**config.mk**
```make
export PLATFORM = sky130hd
export DESIGN_NAME = hazard_ctrl_flat
export DESIGN_NICKNAME = d
export VERILOG_FILES = /design/src/rtl/hazard_ctrl_pkg.sv /design/src/rtl/hazard_ctrl_if.sv /design/src/rtl/hazard_ctrl_md_busy_counter.sv /design/src/rtl/hazard_ctrl.sv /design/src/flat_wrapper.sv
export SDC_FILE = /design/constraint.sdc
export NUM_CORES = 1
export LEC_CHECK = 0
export ABC_AREA = 1
export CAP_MARGIN = 5
export CORE_ASPECT_RATIO = 1.25
export CORE_MARGIN = 5
export CORE_UTILIZATION = 45
export CTS_CLUSTER_DIAMETER = 80
export DETAILED_ROUTE_END_ITERATION = 10
export PLACE_DENSITY_LB_ADDON = 0.12
export SLEW_MARGIN = 20
export SYNTH_ARGS = -nofsm -noshare
export SYNTH_HDL_FRONTEND = slang
export SYNTH_SLANG_ARGS = --single-unit
```
**constraint.sdc**
```tcl
create_clock -name clk -period 1.3 [get_ports clk]
set_input_delay 0.13 -clock clk [delete_from_list [all_inputs] [get_ports clk]]
set_output_delay 0.13 -clock clk [all_outputs]
set_load 0.02 [all_outputs]
```
**src/rtl/hazard_ctrl_pkg.sv**
```systemverilog
// Shared definitions for the pipeline hazard controller.
// Latency: n/a (types, constants and pure helper functions only).
// Backpressure: n/a.
// Contents: Tuse codes, forwarding-select codes, stage record struct,
// default multiply/divide busy lengths, saturating decrement and match helper.
package hazard_ctrl_pkg;

  // Stage in which a D-stage source operand is first consumed.
  localparam logic [1:0] TUSE_D    = 2'd0;
  localparam logic [1:0] TUSE_E    = 2'd1;
  localparam logic [1:0] TUSE_M    = 2'd2;
  localparam logic [1:0] TUSE_NONE = 2'd3;

  // Bypass mux selects.
  localparam logic [1:0] FWD_RF = 2'd0;
  localparam logic [1:0] FWD_E  = 2'd1;
  localparam logic [1:0] FWD_M  = 2'd2;
  localparam logic [1:0] FWD_W  = 2'd3;

  localparam int MULT_CYCLES_DEF = 5;
  localparam int DIV_CYCLES_DEF  = 10;

  // One pipeline stage's view of the instruction it holds. M and W carry
  // the full record so the shift is uniform; they only consume a subset.
  typedef struct packed {
    logic       valid;
    logic [4:0] dst;
    logic [1:0] tnew;
    logic [4:0] rs;
    logic [4:0] rt;
    logic       md_start;
    logic       md_div;
  } stage_rec_t;

  localparam stage_rec_t REC_BUBBLE = '0;

  function automatic logic [1:0] sat_dec(input logic [1:0] t);
    return (t == 2'd0) ? 2'd0 : t - 2'd1;
  endfunction

  // Register 0 is hard-wired, so it never produces a dependency.
  function automatic logic rec_match(input stage_rec_t r, input logic [4:0] s);
    return r.valid && (r.dst != 5'd0) && (r.dst == s);
  endfunction

endpackage

```
**src/rtl/hazard_ctrl_if.sv**
```systemverilog
// D-stage decode bundle into the hazard controller and its decisions back out.
// Latency: n/a (wires only).
// Backpressure: stall is the only flow-control signal; it holds PC and IF/ID.
// master: decoder/datapath side (drives decode, reads selects).
// slave:  hazard_ctrl (reads decode, drives stall/selects/md_busy).
interface hazard_ctrl_if;
  import hazard_ctrl_pkg::*;

  logic [4:0] rs_d;
  logic [4:0] rt_d;
  logic [1:0] tuse_rs_d;
  logic [1:0] tuse_rt_d;
  logic [4:0] dst_d;
  logic [1:0] tnew_d;
  logic       md_start_d;
  logic       md_div_d;
  logic       md_use_d;

  logic       stall;
  logic [1:0] fwd_rs_d;
  logic [1:0] fwd_rt_d;
  logic [1:0] fwd_rs_e;
  logic [1:0] fwd_rt_e;
  logic       fwd_rt_m;
  logic       md_busy;

  modport master (
    output rs_d, rt_d, tuse_rs_d, tuse_rt_d, dst_d, tnew_d,
           md_start_d, md_div_d, md_use_d,
    input  stall, fwd_rs_d, fwd_rt_d, fwd_rs_e, fwd_rt_e, fwd_rt_m, md_busy
  );

  modport slave (
    input  rs_d, rt_d, tuse_rs_d, tuse_rt_d, dst_d, tnew_d,
           md_start_d, md_div_d, md_use_d,
    output stall, fwd_rs_d, fwd_rt_d, fwd_rs_e, fwd_rt_e, fwd_rt_m, md_busy
  );

endinterface

```
**src/rtl/hazard_ctrl_md_busy_counter.sv**
```systemverilog
// Multiply/divide occupancy counter: loads the op length when a start leaves E.
// Latency: busy rises the cycle after the start leaves E, stays high N cycles.
// Backpressure: none here; the caller gates new starts with busy.
// Ports: clk, rst_n, start (E holds md start), div (start is a divide), busy.
module md_busy_counter
  import hazard_ctrl_pkg::*;
#(
  parameter int MULT_CYCLES = MULT_CYCLES_DEF,
  parameter int DIV_CYCLES  = DIV_CYCLES_DEF
) (
  input  logic clk,
  input  logic rst_n,
  input  logic start,
  input  logic div,
  output logic busy
);

  localparam int MAX_CYCLES = (MULT_CYCLES > DIV_CYCLES) ? MULT_CYCLES : DIV_CYCLES;
  localparam int CW         = (MAX_CYCLES < 1) ? 1 : $clog2(MAX_CYCLES + 1);

  logic [CW-1:0] cnt;

  always_ff @(posedge clk or negedge rst_n) begin
    if (!rst_n) begin
      cnt <= '0;
    end else if (start) begin
      cnt <= div ? CW'(DIV_CYCLES) : CW'(MULT_CYCLES);
    end else if (cnt != '0) begin
      cnt <= cnt - CW'(1);
    end
  end

  assign busy = (cnt != '0);

endmodule

```
**src/rtl/hazard_ctrl.sv**
```systemverilog
// Hazard controller for the 5-stage core: stall, bypass selects, md busy.
// Latency: stall and selects are combinational from D decode + E/M/W records.
// Backpressure: stall holds PC and IF/ID and injects a bubble into ID/EX.
// Ports: clk, rst_n (async, active low), hif (slave: D decode in, decisions out).
module hazard_ctrl
  import hazard_ctrl_pkg::*;
#(
  parameter int MULT_CYCLES = MULT_CYCLES_DEF,
  parameter int DIV_CYCLES  = DIV_CYCLES_DEF
) (
  input  logic          clk,
  input  logic          rst_n,
  hazard_ctrl_if.slave  hif
);

  stage_rec_t rec_d;
  stage_rec_t rec_e;
  stage_rec_t rec_m;
  stage_rec_t rec_w;

  logic stall_rs;
  logic stall_rt;
  logic stall_md;
  logic stall;
  logic md_busy;

  // A source stalls while an older producer in E or M will still not have
  // its result ready by the stage that consumes the operand.
  function automatic logic src_hazard(input logic [4:0] s, input logic [1:0] tuse,
                                      input stage_rec_t e, input stage_rec_t m);
    return (tuse != TUSE_NONE) &&
           ((rec_match(e, s) && (e.tnew > tuse)) ||
            (rec_match(m, s) && (m.tnew > tuse)));
  endfunction

  // Youngest ready producer wins; W is always ready.
  function automatic logic [1:0] fwd_for_d(input logic [4:0] s, input stage_rec_t e,
                                           input stage_rec_t m, input stage_rec_t w);
    if (rec_match(e, s) && (e.tnew == 2'd0)) return FWD_E;
    if (rec_match(m, s) && (m.tnew == 2'd0)) return FWD_M;
    if (rec_match(w, s))                      return FWD_W;
    return FWD_RF;
  endfunction

  function automatic logic [1:0] fwd_for_e(input logic [4:0] s, input stage_rec_t m,
                                           input stage_rec_t w);
    if (rec_match(m, s) && (m.tnew == 2'd0)) return FWD_M;
    if (rec_match(w, s))                      return FWD_W;
    return FWD_RF;
  endfunction

  // Record that would enter E; its tnew already accounts for the D->E step.
  always_comb begin
    rec_d          = REC_BUBBLE;
    rec_d.valid    = 1'b1;
    rec_d.dst      = hif.dst_d;
    rec_d.tnew     = sat_dec(hif.tnew_d);
    rec_d.rs       = hif.rs_d;
    rec_d.rt       = hif.rt_d;
    rec_d.md_start = hif.md_start_d;
    rec_d.md_div   = hif.md_div_d;
  end

  assign stall_rs = src_hazard(hif.rs_d, hif.tuse_rs_d, rec_e, rec_m);
  assign stall_rt = src_hazard(hif.rt_d, hif.tuse_rt_d, rec_e, rec_m);
  // A start still in E has not loaded the counter yet, so it blocks too.
  assign stall_md = hif.md_use_d & (md_busy | rec_e.md_start);
  assign stall    = stall_rs | stall_rt | stall_md;

  always_ff @(posedge clk or negedge rst_n) begin
    if (!rst_n) begin
      rec_e <= REC_BUBBLE;
      rec_m <= REC_BUBBLE;
      rec_w <= REC_BUBBLE;
    end else begin
      rec_w      <= rec_m;
      rec_w.tnew <= sat_dec(rec_m.tnew);
      rec_m      <= rec_e;
      rec_m.tnew <= sat_dec(rec_e.tnew);
      rec_e      <= stall ? REC_BUBBLE : rec_d;
    end
  end

  md_busy_counter #(
    .MULT_CYCLES (MULT_CYCLES),
    .DIV_CYCLES  (DIV_CYCLES)
  ) u_md_busy_counter (
    .clk   (clk),
    .rst_n (rst_n),
    .start (rec_e.md_start),
    .div   (rec_e.md_div),
    .busy  (md_busy)
  );

  assign hif.stall    = stall;
  assign hif.md_busy  = md_busy;
  assign hif.fwd_rs_d = fwd_for_d(hif.rs_d, rec_e, rec_m, rec_w);
  assign hif.fwd_rt_d = fwd_for_d(hif.rt_d, rec_e, rec_m, rec_w);
  assign hif.fwd_rs_e = fwd_for_e(rec_e.rs, rec_m, rec_w);
  assign hif.fwd_rt_e = fwd_for_e(rec_e.rt, rec_m, rec_w);
  assign hif.fwd_rt_m = rec_match(rec_w, rec_m.rt);

  // Record fields shifted along for uniformity but never consumed.
  logic unused_rec_bits;
  assign unused_rec_bits = ^{rec_m.rs, rec_m.md_start, rec_m.md_div,
                             rec_w.tnew, rec_w.rs, rec_w.rt, rec_w.md_start, rec_w.md_div};

endmodule

```
**src/flat_wrapper.sv**
```systemverilog
// flat-port wrapper written by rule: the top's interface ports become plain ports
module hazard_ctrl_flat import hazard_ctrl_pkg::*;
#(
  parameter int MULT_CYCLES = MULT_CYCLES_DEF,
  parameter int DIV_CYCLES  = DIV_CYCLES_DEF
)
  (clk, rst_n, hif_rs_d, hif_rt_d, hif_tuse_rs_d, hif_tuse_rt_d, hif_dst_d, hif_tnew_d, hif_md_start_d, hif_md_div_d, hif_md_use_d, hif_stall, hif_fwd_rs_d, hif_fwd_rt_d, hif_fwd_rs_e, hif_fwd_rt_e, hif_fwd_rt_m, hif_md_busy);
  hazard_ctrl_if hif_i ();
  input  logic clk;
  input  logic rst_n;
  input wire logic [$bits(hif_i.rs_d)-1:0] hif_rs_d;
  input wire logic [$bits(hif_i.rt_d)-1:0] hif_rt_d;
  input wire logic [$bits(hif_i.tuse_rs_d)-1:0] hif_tuse_rs_d;
  input wire logic [$bits(hif_i.tuse_rt_d)-1:0] hif_tuse_rt_d;
  input wire logic [$bits(hif_i.dst_d)-1:0] hif_dst_d;
  input wire logic [$bits(hif_i.tnew_d)-1:0] hif_tnew_d;
  input wire logic [$bits(hif_i.md_start_d)-1:0] hif_md_start_d;
  input wire logic [$bits(hif_i.md_div_d)-1:0] hif_md_div_d;
  input wire logic [$bits(hif_i.md_use_d)-1:0] hif_md_use_d;
  output wire logic [$bits(hif_i.stall)-1:0] hif_stall;
  output wire logic [$bits(hif_i.fwd_rs_d)-1:0] hif_fwd_rs_d;
  output wire logic [$bits(hif_i.fwd_rt_d)-1:0] hif_fwd_rt_d;
  output wire logic [$bits(hif_i.fwd_rs_e)-1:0] hif_fwd_rs_e;
  output wire logic [$bits(hif_i.fwd_rt_e)-1:0] hif_fwd_rt_e;
  output wire logic [$bits(hif_i.fwd_rt_m)-1:0] hif_fwd_rt_m;
  output wire logic [$bits(hif_i.md_busy)-1:0] hif_md_busy;
  assign hif_i.rs_d = hif_rs_d;
  assign hif_i.rt_d = hif_rt_d;
  assign hif_i.tuse_rs_d = hif_tuse_rs_d;
  assign hif_i.tuse_rt_d = hif_tuse_rt_d;
  assign hif_i.dst_d = hif_dst_d;
  assign hif_i.tnew_d = hif_tnew_d;
  assign hif_i.md_start_d = hif_md_start_d;
  assign hif_i.md_div_d = hif_md_div_d;
  assign hif_i.md_use_d = hif_md_use_d;
  assign hif_stall = hif_i.stall;
  assign hif_fwd_rs_d = hif_i.fwd_rs_d;
  assign hif_fwd_rt_d = hif_i.fwd_rt_d;
  assign hif_fwd_rs_e = hif_i.fwd_rs_e;
  assign hif_fwd_rt_e = hif_i.fwd_rt_e;
  assign hif_fwd_rt_m = hif_i.fwd_rt_m;
  assign hif_md_busy = hif_i.md_busy;
  hazard_ctrl #(.MULT_CYCLES(MULT_CYCLES), .DIV_CYCLES(DIV_CYCLES)) u_core (.clk(clk), .rst_n(rst_n), .hif(hif_i));
endmodule
```
==> summary.md, run 1 <==
Area of the die: 7410 um^2. The number of nets handed over by synthesis was 352. Of the available clock period, the critical path in the final layout requires 141%. The placer's final routability congestion estimate is 0.850, and the ratio of cells with drive above 1 in the final layout is 45.1%. Along the worst path, the maximum fanout reaches 2.

TritonCTS created 5 clock buffers. Global routing used 19.2% of the available tracks across all layers. CTS saw 43 sinks. For the worst-skew pair, the clock arrives at the later sink with an insertion delay of 300 ps. The most frequent standard cell in the layout excluding fill and tap cells is sky130_fd_sc_hd__nand2_1. The tools report the post-route worst setup slack as -533 ps. The count of buffers added on input and output ports is 36. The post-CTS clock slew at the launch and capture registers of the worst setup and hold paths is 80 ps. The root buffer cell chosen for the clock tree is sky130_fd_sc_hd__clkbuf_8. The compound-gate portion of the synthesized area was 3.85%; the number of top-level pins was 37. The run gives 5080 um as the half-perimeter wire length of the detailed placement result. TritonCTS built the clock tree.

The tightest min-delay check is of the input port to async pin type. Total count of max-transition violations in the final report: 0. The maximum clock insertion buffer count was 2.

The initialized floorplan defines 31 standard-cell rows. In this run the remaining antenna-violating nets after routing total 0. The worst pin sits at a relative slew slack of 76.7%. Ranked by total cell area, the synthesized netlist is headed by sky130_fd_sc_hd__dfrtp_1 41%, sky130_fd_sc_hd__nand2_1 9.2%, sky130_fd_sc_hd__xnor2_1 8.1%. The kind of end point of the critical path was an output port.

Sort of element at the start of the critical path: an input port. The layout overhead on the synthesized area is 52.3%. The number of nets in the layout was 444; the register bit total from synthesis was 43.

The per-instance average area after synthesis was 8.23 um^2; the aggregate routed wire length was 6680 um. For the pin with the worst max-slew slack, the measured transition is 349 ps. For the worst setup path, the data required time is 1170 ps. The number of antenna diodes in the final layout is 0. The via count of the first global-routing pass was 2466; the cell count after placement was 459.

After detailed placement, the total cell area comes to 3430 um^2. The timing-limited maximum frequency is 0.546 GHz. The synthesized netlist devotes 12.8% of its cell area to XOR and XNOR gates. The run gives 0 as the count of unresolved DRC violations after routing. The cell type contributing the most total cell area after synthesis was sky130_fd_sc_hd__dfrtp_1. For the final routed database, the setup TNS stands at -11120 ps.

Synthesis handed over a netlist of 316 instances. The mean routed wirelength per cell came out at 14.1 um. Dividing the detail-routed via count by the number of cells gives 4.82. The max capacitance violation total came out at 0. Multiplexer cells account for 0% of the synthesized area.

Entering global routing, the biggest net connects 23 pins. The clock arrives with 10.4 ps of skew. The final reports fail on negative setup slack. The count of yosys warnings during synthesis is 0. The setup-violating endpoint count in the final report was 31. For the worst supply voltage drop on vdd, the log shows 1.03 mV. After Yosys synthesis, full adders, half adders and majority gates account for 4.81% of the synthesized area. The minimum clock period is 1830 ps. The H-tree level count is 2, and the top-area cell type share of the netlist area is 41.4%. The overall die width works out to 78.0 um.

The run finished, with violations left. By area, the combinational part of the netlist is dominated by simple AND/OR/NAND/NOR gates. In the layout the commonest cells are 55 x sky130_fd_sc_hd__nand2_1, 46 x sky130_fd_sc_hd__buf_4, 35 x sky130_fd_sc_hd__dfrtp_1, 31 x sky130_fd_sc_hd__inv_1, 24 x sky130_fd_sc_hd__clkdlybuf4s50_1. The final instance area is 3960 um^2. After synthesis the cells add up to 2600 um^2.

Dividing total power by cell area gives a power density of 1170 nW/um^2. Excluding fillers, the count of instances in the completed layout stands at 474. After global routing the overflow that remains totals 0. The worst endpoint data arrival time was 1700 ps; the sequential-to-total area share from yosys stat was 41.4%.

For this block, the initial DRC count from the detailed router was 65. The detailed router placed 2285 vias in this run. Summed over all cells, the static leakage comes to 0.00192 uW. The floorplan die height was 95.0 um. Worst setup path category: input port to output port. The initial utilization of the core area, before any placement, comes to 45.6%. Final-layout worst hold slack: 259 ps.

The run gives 0 as the number of hold violations in the final report. The post-synthesis share of cell area spent on and, or, nand and nor gates came out at 27.2%. The tools report the initial antenna violation count as 0. Before antenna repair, the detailed router went through 4 iterations.

Setup repair after global routing could not meet its margin everywhere. The wire length of the first global-routing pass is 10900 um. The logs give 5700 um^2 for the total core area and 25 for the number of distinct library cells after synthesis.
through the flow:
stage	worst slack (ps)	total power, uW	utilization [%]
global placement	-942	3180	60.1
global route	-618	4900	69.5
floorplan	-140	2570	-
detailed placement	-950	3210	60.1
CTS	-537	4590	67.3
finish	-533	4630	69.5
registers in the layout, summed over array words and instances (netlist names):
| signal | flops |
|---|---|
| u_core.rec_e | 20 |
| u_core.rec_m | 13 |
| u_core.rec_w | 6 |
| u_core.u_md_busy_counter.cnt | 4 |
area by class of cell:
class / instances / area, um^2
fill: 449 / 1740
clock buffer: 5 / 68.8
clock inverter: 2 / 37.5
tap: 66 / 82.6
multi-input combinational: 214 / 1630
timing repair buffer: 94 / 866
sequential: 43 / 1090
inverter: 50 / 193
cell families after synthesis:
logic type	count (synthesis)
flip-flops	43
XOR/XNOR	38
buffers and inverters	59
adder cells (fa/ha/maj)	10
AO/OA/AOI/OAI	19
AND/OR/NAND/NOR	147
power breakdown:
part,switching [uW],total (uW),internal [uW]
clock,464,1030,562
sequential,182,1700,1520
combinational,936,1900,961
total,1580,4630,3050
worst max-delay path: stages:
cell and delay, ps:
sky130_fd_sc_hd__clkdlybuf4s50_1 480, sky130_fd_sc_hd__inv_1 90, sky130_fd_sc_hd__ha_1 320, sky130_fd_sc_hd__a21oi_1 150, sky130_fd_sc_hd__a21oi_1 60, sky130_fd_sc_hd__nand3_1 80
sky130_fd_sc_hd__nand2_1 70, sky130_fd_sc_hd__nand2_2 90, sky130_fd_sc_hd__nand3_4 100, sky130_fd_sc_hd__buf_6 140
cells in the mapped netlist:
master,count
sky130_fd_sc_hd__xor2_1,14
sky130_fd_sc_hd__o21ai_0,3
sky130_fd_sc_hd__nor3_2,1
sky130_fd_sc_hd__nand3_2,5
sky130_fd_sc_hd__nand3_1,15
sky130_fd_sc_hd__inv_1,38
sky130_fd_sc_hd__nand2_2,2
sky130_fd_sc_hd__ha_1,10
sky130_fd_sc_hd__buf_2,5
sky130_fd_sc_hd__inv_2,12
sky130_fd_sc_hd__a31oi_1,2
sky130_fd_sc_hd__nor2_4,1
sky130_fd_sc_hd__dfrtp_1,43
sky130_fd_sc_hd__a211oi_1,1
sky130_fd_sc_hd__nor4_1,1
sky130_fd_sc_hd__nand4_1,6
sky130_fd_sc_hd__xnor2_1,24
sky130_fd_sc_hd__buf_6,4
sky130_fd_sc_hd__nand2_1,64
sky130_fd_sc_hd__nor2_2,19
sky130_fd_sc_hd__a21oi_1,13
sky130_fd_sc_hd__nor3_1,7
sky130_fd_sc_hd__nor3b_1,1
sky130_fd_sc_hd__nor2_1,21
sky130_fd_sc_hd__or2_2,4
worst paths after layout:
kind / slack [ps] / end / cells after the start / from
worst min register to register: 390 / u_core.rec_m[19] / 0 / u_core.rec_e[19]
max in group asynchronous: 570 / u_core.rec_w[14] / 3 / rst_n
min in group clk: 340 / u_core.rec_e[0] / 3 / hif_md_div_d
worst min-delay path: 260 / u_core.rec_m[3] / 2 / rst_n
worst max register to register: -330 / u_core.rec_e[0] / 12 / u_core.rec_m[14]
worst max-delay path: -530 / hif_stall / 10 / hif_tuse_rs_d[1]
timing repair:
action	in CTS	in global routing
hold buffers	1	0
resized for setup	114	37
pin swaps	26	20
setup buffers	12	1
endpoints found under the setup margin	31	34
gates cloned	0	0
hold endpoints to repair	12	0
routing by layer:
layer  part of all wire (%)  vias up  wire length, um  track usage (%)
met4                    3.0        0              198             11.0
met2                     56       44             3720             37.0
li1                       -     1154                -                -
met5                      0        -                0                0
met1                     38     1073             2520             19.3
met3                    3.4       14              230             2.86
(Power assumes the default switching activity.)
==> run 2, diff against run 1 <==
--- a/config.mk
+++ b/config.mk
@@ -17,3 +17,4 @@
 export SYNTH_ARGS = -nofsm -noshare
 export SYNTH_HDL_FRONTEND = slang
 export SYNTH_SLANG_ARGS = --single-unit
+export TNS_END_PERCENT = 100
==> results of run 2 <==
Same layout as run 1: the final DEF is identical, and so are final timing and power.
